==> src/rtl/rfile_transmitter.sv <==
// rfile_transmitter: sweeps the 4x4 register file onto a serial link, one
// 7-bit packet {start, addr[1:0], data[3:0]} per register, MSB first.
module rfile_transmitter #(
    parameter int unsigned GAP = 0
) (
    input  logic       clock,
    input  logic       clear,
    input  logic       start,
    input  logic [3:0] rfdata,
    output logic [1:0] rfaddr,
    output logic       link,
    output logic       busy,
    output logic       done
);
    typedef enum logic [1:0] {IDLE, SEND, GAPW} phase_t;

    localparam logic [2:0] GAP_W = 3'(GAP);

    phase_t     r_phase;
    logic [2:0] r_pcnt;
    logic [2:0] r_bcnt;
    logic [2:0] r_gcnt;
    logic [6:0] r_buf;
    logic       r_done;
    logic       w_eop;
    logic       w_load;

    assign rfaddr = r_pcnt[1:0];
    assign busy   = r_phase != IDLE;
    assign link   = r_phase == SEND && r_buf[6];
    assign done   = r_done;

    // With no gap the next start bit directly follows d0 of the previous packet
    assign w_eop  = r_phase == SEND && r_bcnt == 3'd7;
    assign w_load = (r_phase == IDLE && start)
                 || (w_eop && r_pcnt != 3'd4 && GAP_W == 3'd0)
                 || (r_phase == GAPW && r_gcnt == GAP_W);

    always_ff @(posedge clock) begin
        if (clear) begin
            r_phase <= IDLE;
            r_pcnt  <= '0;
            r_bcnt  <= '0;
            r_gcnt  <= '0;
            r_buf   <= '0;
            r_done  <= 1'b0;
        end else begin
            r_done <= w_eop && r_pcnt == 3'd4;
            if (w_load) begin
                r_buf   <= {1'b1, rfaddr, rfdata};
                r_pcnt  <= r_pcnt + 3'd1;
                r_bcnt  <= 3'd1;
                r_phase <= SEND;
            end else if (w_eop) begin
                r_phase <= r_pcnt == 3'd4 ? IDLE : GAPW;
                r_pcnt  <= r_pcnt == 3'd4 ? 3'd0 : r_pcnt;
                r_gcnt  <= 3'd1;
            end else if (r_phase == SEND) begin
                r_buf  <= {r_buf[5:0], 1'b0};
                r_bcnt <= r_bcnt + 3'd1;
            end else if (r_phase == GAPW) begin
                r_gcnt <= r_gcnt + 3'd1;
            end
        end
    end
endmodule

==> config.mk <==
export PLATFORM = sky130hd
export DESIGN_NAME = rfile_transmitter
export DESIGN_NICKNAME = d
export VERILOG_FILES = /design/src/rtl/rfile_transmitter.sv
export SDC_FILE = /design/constraint.sdc
export NUM_CORES = 1
export LEC_CHECK = 0
export CORE_MARGIN = 1.5
export CORE_UTILIZATION = 48
export CTS_BUF_LIST = sky130_fd_sc_hd__clkbuf_16
export DETAILED_ROUTE_END_ITERATION = 16
export GPL_ROUTABILITY_DRIVEN = 0
export PLACE_DENSITY = 0.75
export REMOVE_ABC_BUFFERS = 1
export SLEW_MARGIN = 25
export SYNTH_ARGS = -nofsm -noshare
export SYNTH_HDL_FRONTEND = slang
export SYNTH_SLANG_ARGS = --single-unit
==> constraint.sdc <==
create_clock -name clock -period 2.2 [get_ports clock]
set_input_delay 0.55 -clock clock [delete_from_list [all_inputs] [get_ports clock]]
set_output_delay 0.55 -clock clock [all_outputs]
set_load 0.005 [all_outputs]
Yosys cells after proc, flatten, opt, wreduce, memory -nomap -nowiden

Cells that the tools add are included.

Register bits: 19
Bits of input ports: 7
Word-level logic and storage cells: 55

$add $sub $neg: 3
Eq/ne operators: 7
Muxes and demuxes: 15
Bitwise operators: 2
Reductions and logical operators: 20

Operators by type and width:

| kind                                          | number |
|---|---|
| 2-to-1 mux 7 bit                              | 3 |
| 2-to-1 mux 3 bit                              | 6 |
| nonzero test 2 bit                            | 5 |
| adder 3 x 1 -> 3 bit, second input constant   | 3 |
| == test 3 bit, second input constant          | 2 |
| logical AND 1 bit                             | 6 |
| AND reduction 2 bit                           | 3 |
| 2-to-1 mux 1 bit                              | 5 |
| zero test 3 bit                               | 1 |
| != test 3 bit, second input constant          | 1 |
| AND reduction 3 bit                           | 1 |
| == test 2 x 1 -> 1 bit, second input constant | 1 |
| == test 2 bit, second input constant          | 1 |
| zero test 2 bit                               | 1 |
| logical OR 1 bit                              | 2 |
| 2-to-1 mux 2 bit                              | 1 |
| != test 2 x 1 -> 1 bit, second input constant | 1 |
| != test 2 bit, second input constant          | 1 |
| inverter 1 bit                                | 2 |
| OR reduction 2 bit                            | 1 |

Longest topological paths before layout

Gate-level depths: netlist of run 1.

Depth in word-level cells: 7
Depth in mapped cells: 7
Mapped depth without buffers: 6

Least setup slack after synthesis of run 1

Ideal clock, no wire load.

Kind: register to register
From: register r_bcnt[0]
To: register r_buf[4]
Library setup time: 79 ps
Data arrival time: 1563 ps
Data required time: 2121 ps
Slack: 558 ps
Cell stages (with the launch flop): 8
Path buffers: 1
Clock period less this slack: 1642 ps
Cell sequence: dfxtp_1 ha_1 ha_1 and3b_1 a211oi_4 buf_6 nor2_1 a211oi_2

Cells in the longest elaborated chain, start to end: 7
Elaborated cells on any way between the ends: 9
Classes of those cells: eq/ne (2); mux (1); reduce/logical (6)

Ends and longest elaborated chain:

| item                                                                   | RTL line | RTL |
|---|---|---|
| start: declaration                                                     | 21       | `logic [2:0] r_bcnt;` |
| start signal: assignment                                               | 60       | `r_bcnt <= r_bcnt + 3'd1;` |
| == test 3 bit (*)                                                      | 34       | `assign w_eop = r_phase == SEND && r_bcnt == 3'd7;` |
| logical AND 1 bit (*)                                                  | 34       |  |
| logical AND 1 bit                                                      | 36       | `\|\| (w_eop && r_pcnt != 3'd4 && GAP_W == 3'd0)` |
| logical OR 1 bit                                                       | 36       |  |
| logical OR 1 bit                                                       | 37       | `\|\| (r_phase == GAPW && r_gcnt == GAP_W);` |
| != test 2 x 1 -> 1 bit (no line) or nonzero test 2 bit (tied branches) | -        |  |
| AND reduction 2 bit (no line)                                          | -        |  |
| end signal: assignment                                                 | 50       | `r_buf <= {1'b1, rfaddr, rfdata};` |
| end signal: assignment                                                 | 59       | `r_buf <= {r_buf[5:0], 1'b0};` |
| end: declaration                                                       | 23       | `logic [6:0] r_buf;` |

Every way passes the cells marked *; elsewhere a longest branch is shown, timed or not.
A chain may end at the register's enable or synchronous reset.

Final worst setup path of run 1

From: register r_phase[0]
To: output port link

Cells in the longest elaborated chain, start to end: 2

Ends and longest elaborated chain:

| item                     | RTL line | RTL |
|---|---|---|
| start: declaration       | 19       | `phase_t r_phase;` |
| start signal: assignment | 55       | `r_phase <= r_pcnt == 3'd4 ? IDLE : GAPW;` |
| == test 2 x 1 -> 1 bit   | 30       | `assign link = r_phase == SEND && r_buf[6];` |
| logical AND 1 bit        | 30       |  |
| end: declaration         | 11       | `output logic link,` |

Every way passes these cells.

==> qor.yml, run 1 <==
maxCapViolations: 0
grt_max_degree: 20
wire_per_inst_um: 11.95
diodes: 0
synth_xor_xnor_area_share_pct: 0.8475
vias_per_cell: 5.342
syn_area_per_cell_um2: 9.569
rr_endpoint: "r_buf[1]"
routed_wl_um: 1745
path_clk_slew_ns: 0.05
critPathLaunchType: "flip-flop"
ys_seq_area_share_pct: 36.80
area_growth_pct: 18.40
fin_crit_ns: 2.034
ys.flop_type: "dfxtp_1"
antenna_found_initial: 0
synth_top_area_cell: "dfxtp_1"
fillers: 168
clock_skew_ns: 0.001476
critPathRequiredTime_ns: 1.65
grt_pass1_vias: 803
post-route-period-util_pct: 92.47
synth_edf_count: 0
p_leak_nw: 0.4837
cts.path.max_buffers: 2
r2r_slack_ns: 0.44
tightest_slew_ns: 0.4216
synth_seq_cells: 19
cts_setup_buffers: 0
nets: 133
rows: 16
irDropWorstVdd_v: 0.0005050
core_area_um2: 2002
fp.dieH_um: 49.40
grt_use_total_pct: 17.30
port_buffers: 11
cts_tree: "built"
post_cts_resized: 0
start_util_pct: 51.62
dpl_worst_slack_ns: 0.2349
critical_path_arrival_ns: 1.48
reg2reg_depth: 7
synth.area.mux_share_pct: 8.717
antenna_left: 0
synth.most_common_cell: "dfxtp_1"
clock_latency_ns: 0.25
synth-async-reset-ratio_pct: 0
ys_types: 36
worst-path-max-fanout: 12
crit_end: "link"
drt_iter0_drc: 8
hp-class: "reg -> reg"
drive_gt1_share_pct: 14.29
syn_area_um2: 1033
end_kind: "output pin"
max_freq_mhz: 491.6
grt_remaining_overflow: 0
synth-compound-area-share_pct: 16.95
synth-simple-area-share_pct: 21.43
crit_type: "reg -> out"
numCtsBuffers: 3
io_pins: 12
synth.top_cell.area_share_pct: 36.80
grt_pass1_wl_um: 3346
syn_inst: 108
die_w_um: 49.40
synth_area_leaders: "dfxtp_1 37%, mux2i_1 8.7%, ha_1 7.3%, a21oi_1 3.9%, nor2_1 3.3%"
finalHoldViolCount: 0
synth_top_family_by_area: "simple AND/OR/NAND/NOR gates"
routed-via-count: 780
fin_ws_ns: 0.1656
holdWs_ns: 0.4961
status: "completed"
powerDensity_nw_per_um2: 704.6
maxSlewViolCount: 0
slew_headroom_pct: 71.68
htreeDepth: 1
hold_buffers: 0
rsz0062_at_grt: "no"
hpwl_um: 1220
startpoint: "r_phase[0]"
synth_top_cells_by_count: "19 x dfxtp_1, 9 x mux2i_1, 9 x nor2_1, 8 x a21oi_1"
synthAdderAreaFrac_pct: 7.264
cts_root_buffer: "clkbuf_16"
reg2reg_from: "r_bcnt[0]"
post-route-drc-count: 0
first_pass_iters: 4
dieArea_um2: 2440
clkSinkCount: 19
synth_warnings: 0
setup_viol_count_final: 0
## how the worst min path moves through the flow
| stage | start | to | cells after the start |
|---|---|---|---|
| detailed placement | r_buf[0] | r_buf[0] | 2 |
| floorplan | r_gcnt[0] | r_gcnt[0] | 2 |
| finish | r_gcnt[0] | r_gcnt[0] | 2 |
| CTS | r_gcnt[0] | r_gcnt[0] | 2 |
| global route | r_gcnt[0] | r_gcnt[0] | 2 |
| global placement | r_buf[0] | r_buf[0] | 2 |
## stage by stage
step | instance area, um2 | utilization (%) | setup TNS, ns | std cells | total power, W
2_1_floorplan | 969.7 | - | -0.2679 | 100 | 0.0004513
3_3_place_gp | 1144 | 57.13 | 0 | 142 | 0.0004945
3_5_place_dp | 1144 | 57.13 | 0 | 142 | 0.0004980
4_1_cts | 1224 | 61.12 | 0 | 146 | 0.0008690
5_1_grt | 1224 | 61.12 | 0 | 146 | 0.0009020
6_report | 1224 | 61.12 | 0 | 146 | 0.0008622
## state kept, by name (all words and copies together) (netlist names)
name,flops
r_pcnt,3
done,1
r_bcnt,3
r_phase,2
r_gcnt,3
r_buf,7
## cells in the final DEF, fill, tap and decap left out
master,n
dfxtp_1,19
clkdlybuf4s50_1,11
nor2_1,9
mux2i_1,9
a21oi_1,8
nand2_1,6
ha_1,6
inv_1,5
nor3_1,4
a211oi_1,4
buf_4,4
nand3_1,3
clkbuf_16,3
and3b_1,2
nand3b_1,2
nor3b_1,2
a211oi_2,2
a31oi_1,2
or2_2,1
and2_1,1
nand4bb_1,1
or3b_4,1
o211ai_2,1
and4bb_4,1
nor3b_2,1
a22oi_1,1
a211oi_4,1
o21ai_0,1
xnor2_1,1
a21o_1,1
a21bo_2,1
nor2b_1,1
nand2b_1,1
o21ai_1,1
or3_1,1
clkinv_2,1
## cell type report
cell class	count	area, um2	area share [%]
Sequential cell	19	380.4	31.08
Multi-Input combinational cell	76	570.5	46.63
Clock inverter	1	5.005	0.4090
Inverter	5	18.77	1.534
Timing Repair Buffer	15	140.1	11.45
Tap cell	27	33.78	2.761
Clock buffer	3	75.07	6.135
## report_power, final
| group | internal [W] | switching [W] |
|---|---|---|
| clock | 0.000244 | 0.000128 |
| combinational | 0.0000621 | 0.0000505 |
| sequential | 0.000363 | 0.0000150 |
| total | 0.000669 | 0.000193 |
## kinds of logic (layout without fill, tap and decap cells)
| logic type | count (synthesis) | in the layout |
|---|---|---|
| AND/OR/NAND/NOR | 37 | 37 |
| flip-flops | 19 | 19 |
| AO/OA/AOI/OAI | 23 | 23 |
| adder cells (fa/ha/maj) | 6 | 6 |
| buffers and inverters | 13 | 24 |
| multiplexers | 9 | 9 |
| XOR/XNOR | 1 | 1 |
## critical path, stage by stage, from the launching register on
cell and delay [ns]:
dfxtp_1 0.52, and3b_1 0.22, clkdlybuf4s50_1 0.49
## per-layer routing
| layer | share of wire (%) | GRT usage, % | vias up | routed length, um |
|---|---|---|---|---|
| li1 | - | - | 408 | - |
| met1 | 48 | 21.69 | 358 | 843 |
| met2 | 47 | 29.28 | 10 | 821 |
| met3 | 3.1 | 3.988 | 4 | 54 |
| met4 | 1.4 | 5.556 | 0 | 25 |
| met5 | 0 | 0 | - | 0 |
Note: power is estimated with default switching activity, not from simulation.
==> run 2: changes to the inputs <==
Settings changed: SETUP_SLACK_MARGIN from default to 0.3.
==> run 2 against run 1 <==
Compared with the run above: cell count up 2.1%; non-clock buffer count up 3; clock-buffer cell count is the same; die area stayed put; first-iteration DRC count shrank 38%; cell area up 3.0%.
==> qor.yml, run 2 (same netlist as run 1, synthesis figures left out) <==
area_growth_pct: 21.91
final_cell_mix: "17 x dfxtp_1, 10 x clkdlybuf4s50_1, 9 x nor2_1, 9 x mux2i_1, 8 x a21oi_1"
irDropWorstVdd_v: 0.0005014  # -0.71%
io_pins: 12  # unchanged
critPathLaunchType: "flip-flop"
drt_iter0_drc: 5  # -3
core_area_um2: 2002  # unchanged
cts_tree: "built"
routed-via-count: 787  # +0.90%
nets: 136  # +2.3%
numCtsBuffers: 3  # unchanged
slowest_stage: "clkdlybuf4s50_1"
final_common_cell: "dfxtp_1"
grt_max_degree: 20  # unchanged
tns_ns: 0  # unchanged
largest-register: "r_buf"
post-route-drc-count: 0  # unchanged
cpPeakStageDelay_ns: 0.49  # -0.03 ns
vias_per_cell: 5.282  # -1.1%
finalHoldViolCount: 0  # unchanged
path_clk_slew_ns: 0.05  # about the same
p_leak_nw: 0.5161  # +6.7%
start_util_pct: 51.62  # unchanged
cts_root_buffer: "clkbuf_16"
die_w_um: 49.40  # unchanged
post-route-period-util_pct: 84.61  # -7.9 points
powerDensity_nw_per_um2: 685.7  # -2.7%
end_kind: "output pin"
seq_area_um2: 387.9  # +2.0%
fin_ws_ns: 0.3385  # +0.1729 ns
fillers: 160  # -4.8%
diodes: 0  # unchanged
maxSlewViolCount: 0  # unchanged
clock_skew_ns: 0.001452  # -0.00002434 ns
largest_register_ffs: 7  # unchanged
clkSinkCount: 19  # unchanged
first_pass_iters: 4  # unchanged
wire_per_inst_um: 12.13  # +1.5%
max_freq_mhz: 537.2  # +9.3%
tightest_slew_ns: 0.4075  # -0.01408 ns
htreeDepth: 1  # unchanged
worst-path-max-fanout: 7  # -5
grt_pass1_wl_um: 3394  # +1.4%
dpl-instance-area_um2: 1144  # unchanged
antenna_found_initial: 0  # unchanged
fp.dieH_um: 49.40  # unchanged
finalInstanceArea_um2: 1260  # +3.0%
dpl_worst_slack_ns: 0.2349  # unchanged
grt_remaining_overflow: 0  # unchanged
rsz0062_at_grt: "no"
slew_headroom_pct: 72.63  # +0.95 points
hp-class: "reg -> reg"
routed_wl_um: 1807  # +3.6%
cp_cell_sequence: "and3b_1 -> clkdlybuf4s50_1"
multiInputGateArea_um2: 570.5  # unchanged
grt_use_total_pct: 17.48  # +0.18 points
crit_type: "reg -> out"
hpwl_um: 1220  # unchanged
antenna_left: 0  # unchanged
fin_crit_ns: 1.861  # -0.1729 ns
critical_path_arrival_ns: 1.31  # -0.17 ns
status: "completed"
grt_pass1_vias: 807  # +0.50%
rows: 16  # unchanged
dieArea_um2: 2440  # unchanged
drive_gt1_share_pct: 18.03  # +3.7 points
cts.path.max_buffers: 2  # unchanged
port_buffers: 11  # unchanged
clock_latency_ns: 0.25  # about the same
setup_viol_count_final: 0  # unchanged
maxCapViolations: 0  # unchanged
critPathRequiredTime_ns: 1.65  # about the same
-- run 2: cell count changes in the layout (fill, tap and decap cells not counted) --
cell and delta:
buf_6 +1, dlymetal6s2s_1 +1, clkdlybuf4s50_1 -1, dfxtp_4 +2, dfxtp_1 -2, buf_4 +2
-- run 2: report_power, final --
part	internal [W]	total (W)	switching, W	leakage [nW]
sequential	0.000362	0.000374	0.0000122	0.157
combinational	0.0000645	0.000119	0.0000544	0.318
clock	0.000244	0.000371	0.000128	0.0409
total	0.000670	0.000864	0.000194	0.516
-- run 2: final timing paths --
kind	slack [ns]	cells past startpoint	startpoint	endpoint
worst max-delay path	0.34	2	r_phase[1]	link
worst min-delay path	0.50	2	r_gcnt[0]	r_gcnt[0]
worst max register to register	0.46	6	r_bcnt[0]	r_pcnt[2]
worst min register to register	0.50	2	r_gcnt[0]	r_gcnt[0]
-- run 2: what timing repair did --
| item | 4_1_cts | 5_1_grt |
|---|---|---|
| resized for setup | 4 | 2 |
| setup buffers | 1 | 2 |
| hold buffers | 0 | 0 |
| setup endpoints to repair | 2 | 3 |
-- run 2: layer usage --
metal	share of wire [%]	vias up	track usage (%)	routed length, um
li1	-	412	-	-
met4	1.1	0	5.556	19
met5	0	-	0	0
met1	47	363	22.61	849
met3	3.1	2	3.988	56
met2	49	10	28.83	882
-- run 2: worst max-delay path: cells and delay by family (launching register included) --
kind | cells | cell delay [ns]
buffers and inverters | 1 | 0.49
DFF | 1 | 0.36
and+or+nand+nor | 1 | 0.21
-- run 2: cell type report --
cell class,instances,share of cell area (%)
Multi-Input combinational cell,76,45.28
Timing Repair Buffer,18,13.41
Inverter,5,1.490
Clock inverter,1,0.3972
Sequential cell,19,30.78
Clock buffer,3,5.958
Tap cell,27,2.681
-- run 2: metrics by stage --
stage,util (%),total power [W],std cells,hold WS [ns]
global route,62.94,0.0009041,149,0.5293
floorplan,-,0.0004513,100,0.4517
detailed placement,57.13,0.0004980,142,0.4906
global placement,57.13,0.0004945,142,0.4725
finish,62.94,0.0008640,149,0.4961
CTS,61.88,0.0008701,147,0.4981
==> run 3: changes to the inputs <==
Clock period 2.2 ns to 1.9 ns, I/O delays scaled along.
==> run 3 against run 2 <==
Compared with the run above: combinational power is 75% higher; cell area is 18% higher; clock power is 17% higher; first-iteration DRC count grew to 3.2 times the previous value; core utilization is 11 points higher; worst hold slack worse by 0.014 ns; sequential share of layout area is 4.2 points lower; worst setup slack worse by 0.22 ns; clock skew hardly changed; critical path type is now reg -> reg; largest power group unchanged; highest routed layer unchanged.
==> qor.yml, run 3 (same netlist as run 1, synthesis figures left out) <==
rsz0062_at_grt: "yes"
post-route-period-util_pct: 93.66
maxSlewViolCount: 0  # unchanged
dpl-instance-area_um2: 1164  # +1.8%
crit_type: "reg -> reg"
largest_register_ffs: 7  # unchanged
critPathTopFamily: "compound AO/OA/AOI/OAI gates"
crit_top_cell: "ha_4"
multiInputGateArea_um2: 684.4  # +20%
antenna_left: 0  # unchanged
end_kind: "flip-flop"
startpoint: "r_bcnt[1]"
grt_remaining_overflow: 0  # unchanged
final_common_cell: "dfxtp_1"
io_pins: 12  # unchanged
cts_tree: "built"
fin_crit_ns: 1.780
fillers: 121  # -24%
largest-register: "r_buf"
fp.dieH_um: 49.40  # unchanged
hpwl_um: 1399  # +15%
nets: 143  # +5.1%
area_growth_pct: 43.46
grt_max_degree: 20  # unchanged
die_w_um: 49.40  # unchanged
vias_per_cell: 5.776  # +9.3%
critPathRequiredTime_ns: 2.08  # +0.43 ns
hold_start: "r_gcnt[0]"
core_area_um2: 2002  # unchanged
clkSinkCount: 19  # unchanged
grt_use_total_pct: 20.34  # +2.9 points
drive_gt1_share_pct: 34.11  # +16 points
path_buf_inv: 2  # +1
dieArea_um2: 2440  # unchanged
slew_headroom_pct: 78.96  # +6.3 points
critPathLaunchType: "flip-flop"
worst-path-max-fanout: 6  # -1
powerDensity_nw_per_um2: 731.5  # +6.7%
critical_path_arrival_ns: 1.96  # +0.65 ns
tns_ns: 0  # unchanged
wire_per_inst_um: 17.42  # +44%
clock_skew_ns: 0.001753  # +0.0003012 ns
port_buffers: 11  # unchanged
cp_cell_sequence: "ha_4 -> ha_4 -> and3b_2 -> a211oi_4 -> buf_6 -> buf_16 -> nand3b_1 -> a21oi_1"
grt_pass1_vias: 866  # +7.3%
final_cell_mix: "12 x dfxtp_1, 9 x nor2_1, 7 x a21oi_1, 7 x buf_4"
drt_iter0_drc: 16  # +11
status: "completed"
finalHoldViolCount: 0  # unchanged
path_clk_slew_ns: 0.05  # about the same
clock_latency_ns: 0.25  # about the same
routed-via-count: 901  # +14%
slowest_stage: "dfxtp_2"
setup_viol_count_final: 0  # unchanged
first_pass_iters: 4  # unchanged
grt_pass1_wl_um: 3822  # +13%
numCtsBuffers: 3  # unchanged
reg2reg_from: "r_bcnt[1]"
p_leak_nw: 0.6064  # +17%
cts.path.max_buffers: 2  # unchanged
finalInstanceArea_um2: 1483  # +18%
antenna_found_initial: 0  # unchanged
diodes: 0  # unchanged
htreeDepth: 1  # unchanged
maxCapViolations: 0  # unchanged
rows: 16  # unchanged
max_freq_mhz: 561.9
start_util_pct: 51.62  # unchanged
seq_area_um2: 394.1  # +1.6%
post-route-drc-count: 0  # unchanged
hp-class: "reg -> reg"
cts_root_buffer: "clkbuf_16"
tightest_slew_ns: 0.3138  # -0.09369 ns
cpPeakStageDelay_ns: 0.33  # -0.16 ns
routed_wl_um: 2718  # +50%
irDropWorstVdd_v: 0.0006903  # +38%
[run 3: layout make-up]
class                      instances  share of cell area (%)
inverter                           5                   1.266
multi-input combinational         76                   46.16
timing repair buffer              25                   18.40
sequential                        19                   26.58
clock inverter                     1                  0.2532
clock buffer                       3                   5.063
tap                               27                   2.278
[run 3: per-stage QoR]
stage / std cells / power [W] / setup slack, ns / util, % / hold slack (ns)
CTS: 153 / 0.001045 / 0.1504 / 69.00 / 0.4981
detailed placement: 143 / 0.0005836 / -0.01601 / 58.13 / 0.4933
floorplan: 100 / 0.0005226 / -0.3729 / - / 0.4517
global placement: 143 / 0.0005776 / 0.04890 / 58.13 / 0.4727
finish: 156 / 0.001085 / 0.1204 / 74.06 / 0.4822
global route: 156 / 0.001120 / 0.05825 / 74.06 / 0.5164
[run 3: power breakdown]
| group | total [W] | internal (W) | switching [W] |
|---|---|---|---|
| clock network | 0.000435 | 0.000280 | 0.000155 |
| registers | 0.000442 | 0.000421 | 0.0000207 |
| logic | 0.000208 | 0.000117 | 0.0000907 |
| total | 0.00108 | 0.000818 | 0.000266 |
[run 3: timing repair]
action | CTS | global route
setup endpoints to repair | 16 | 18
cloned | 1 | 0
hold buffers | 0 | 0
pin swaps | 8 | 8
buffers inserted | 5 | 3
gates resized for setup | 24 | 17
[run 3: per-layer routing]
layer | routed length, um | track usage, %
met5 | 0 | 0
met1 | 1071 | 23.22
met2 | 1463 | 37.16
met4 | 98 | 9.259
met3 | 85 | 2.761
[run 3: worst reg2reg max path, cell delays in order, from the launching register on]
cell and delay (ns):
dfxtp_2 0.33, ha_4 0.16, ha_4 0.15, and3b_2 0.23, a211oi_4 0.33, buf_6 0.17
buf_16 0.12, nand3b_1 0.07, a21oi_1 0.15
[run 3: path summary, 6_finish.rpt]
kind	to	slack, ns	cells past startpoint
min reg2reg	r_gcnt[0]	0.48	2
max reg2reg	r_buf[0]	0.12	8
max	r_buf[0]	0.12	8
min	r_gcnt[0]	0.48	2
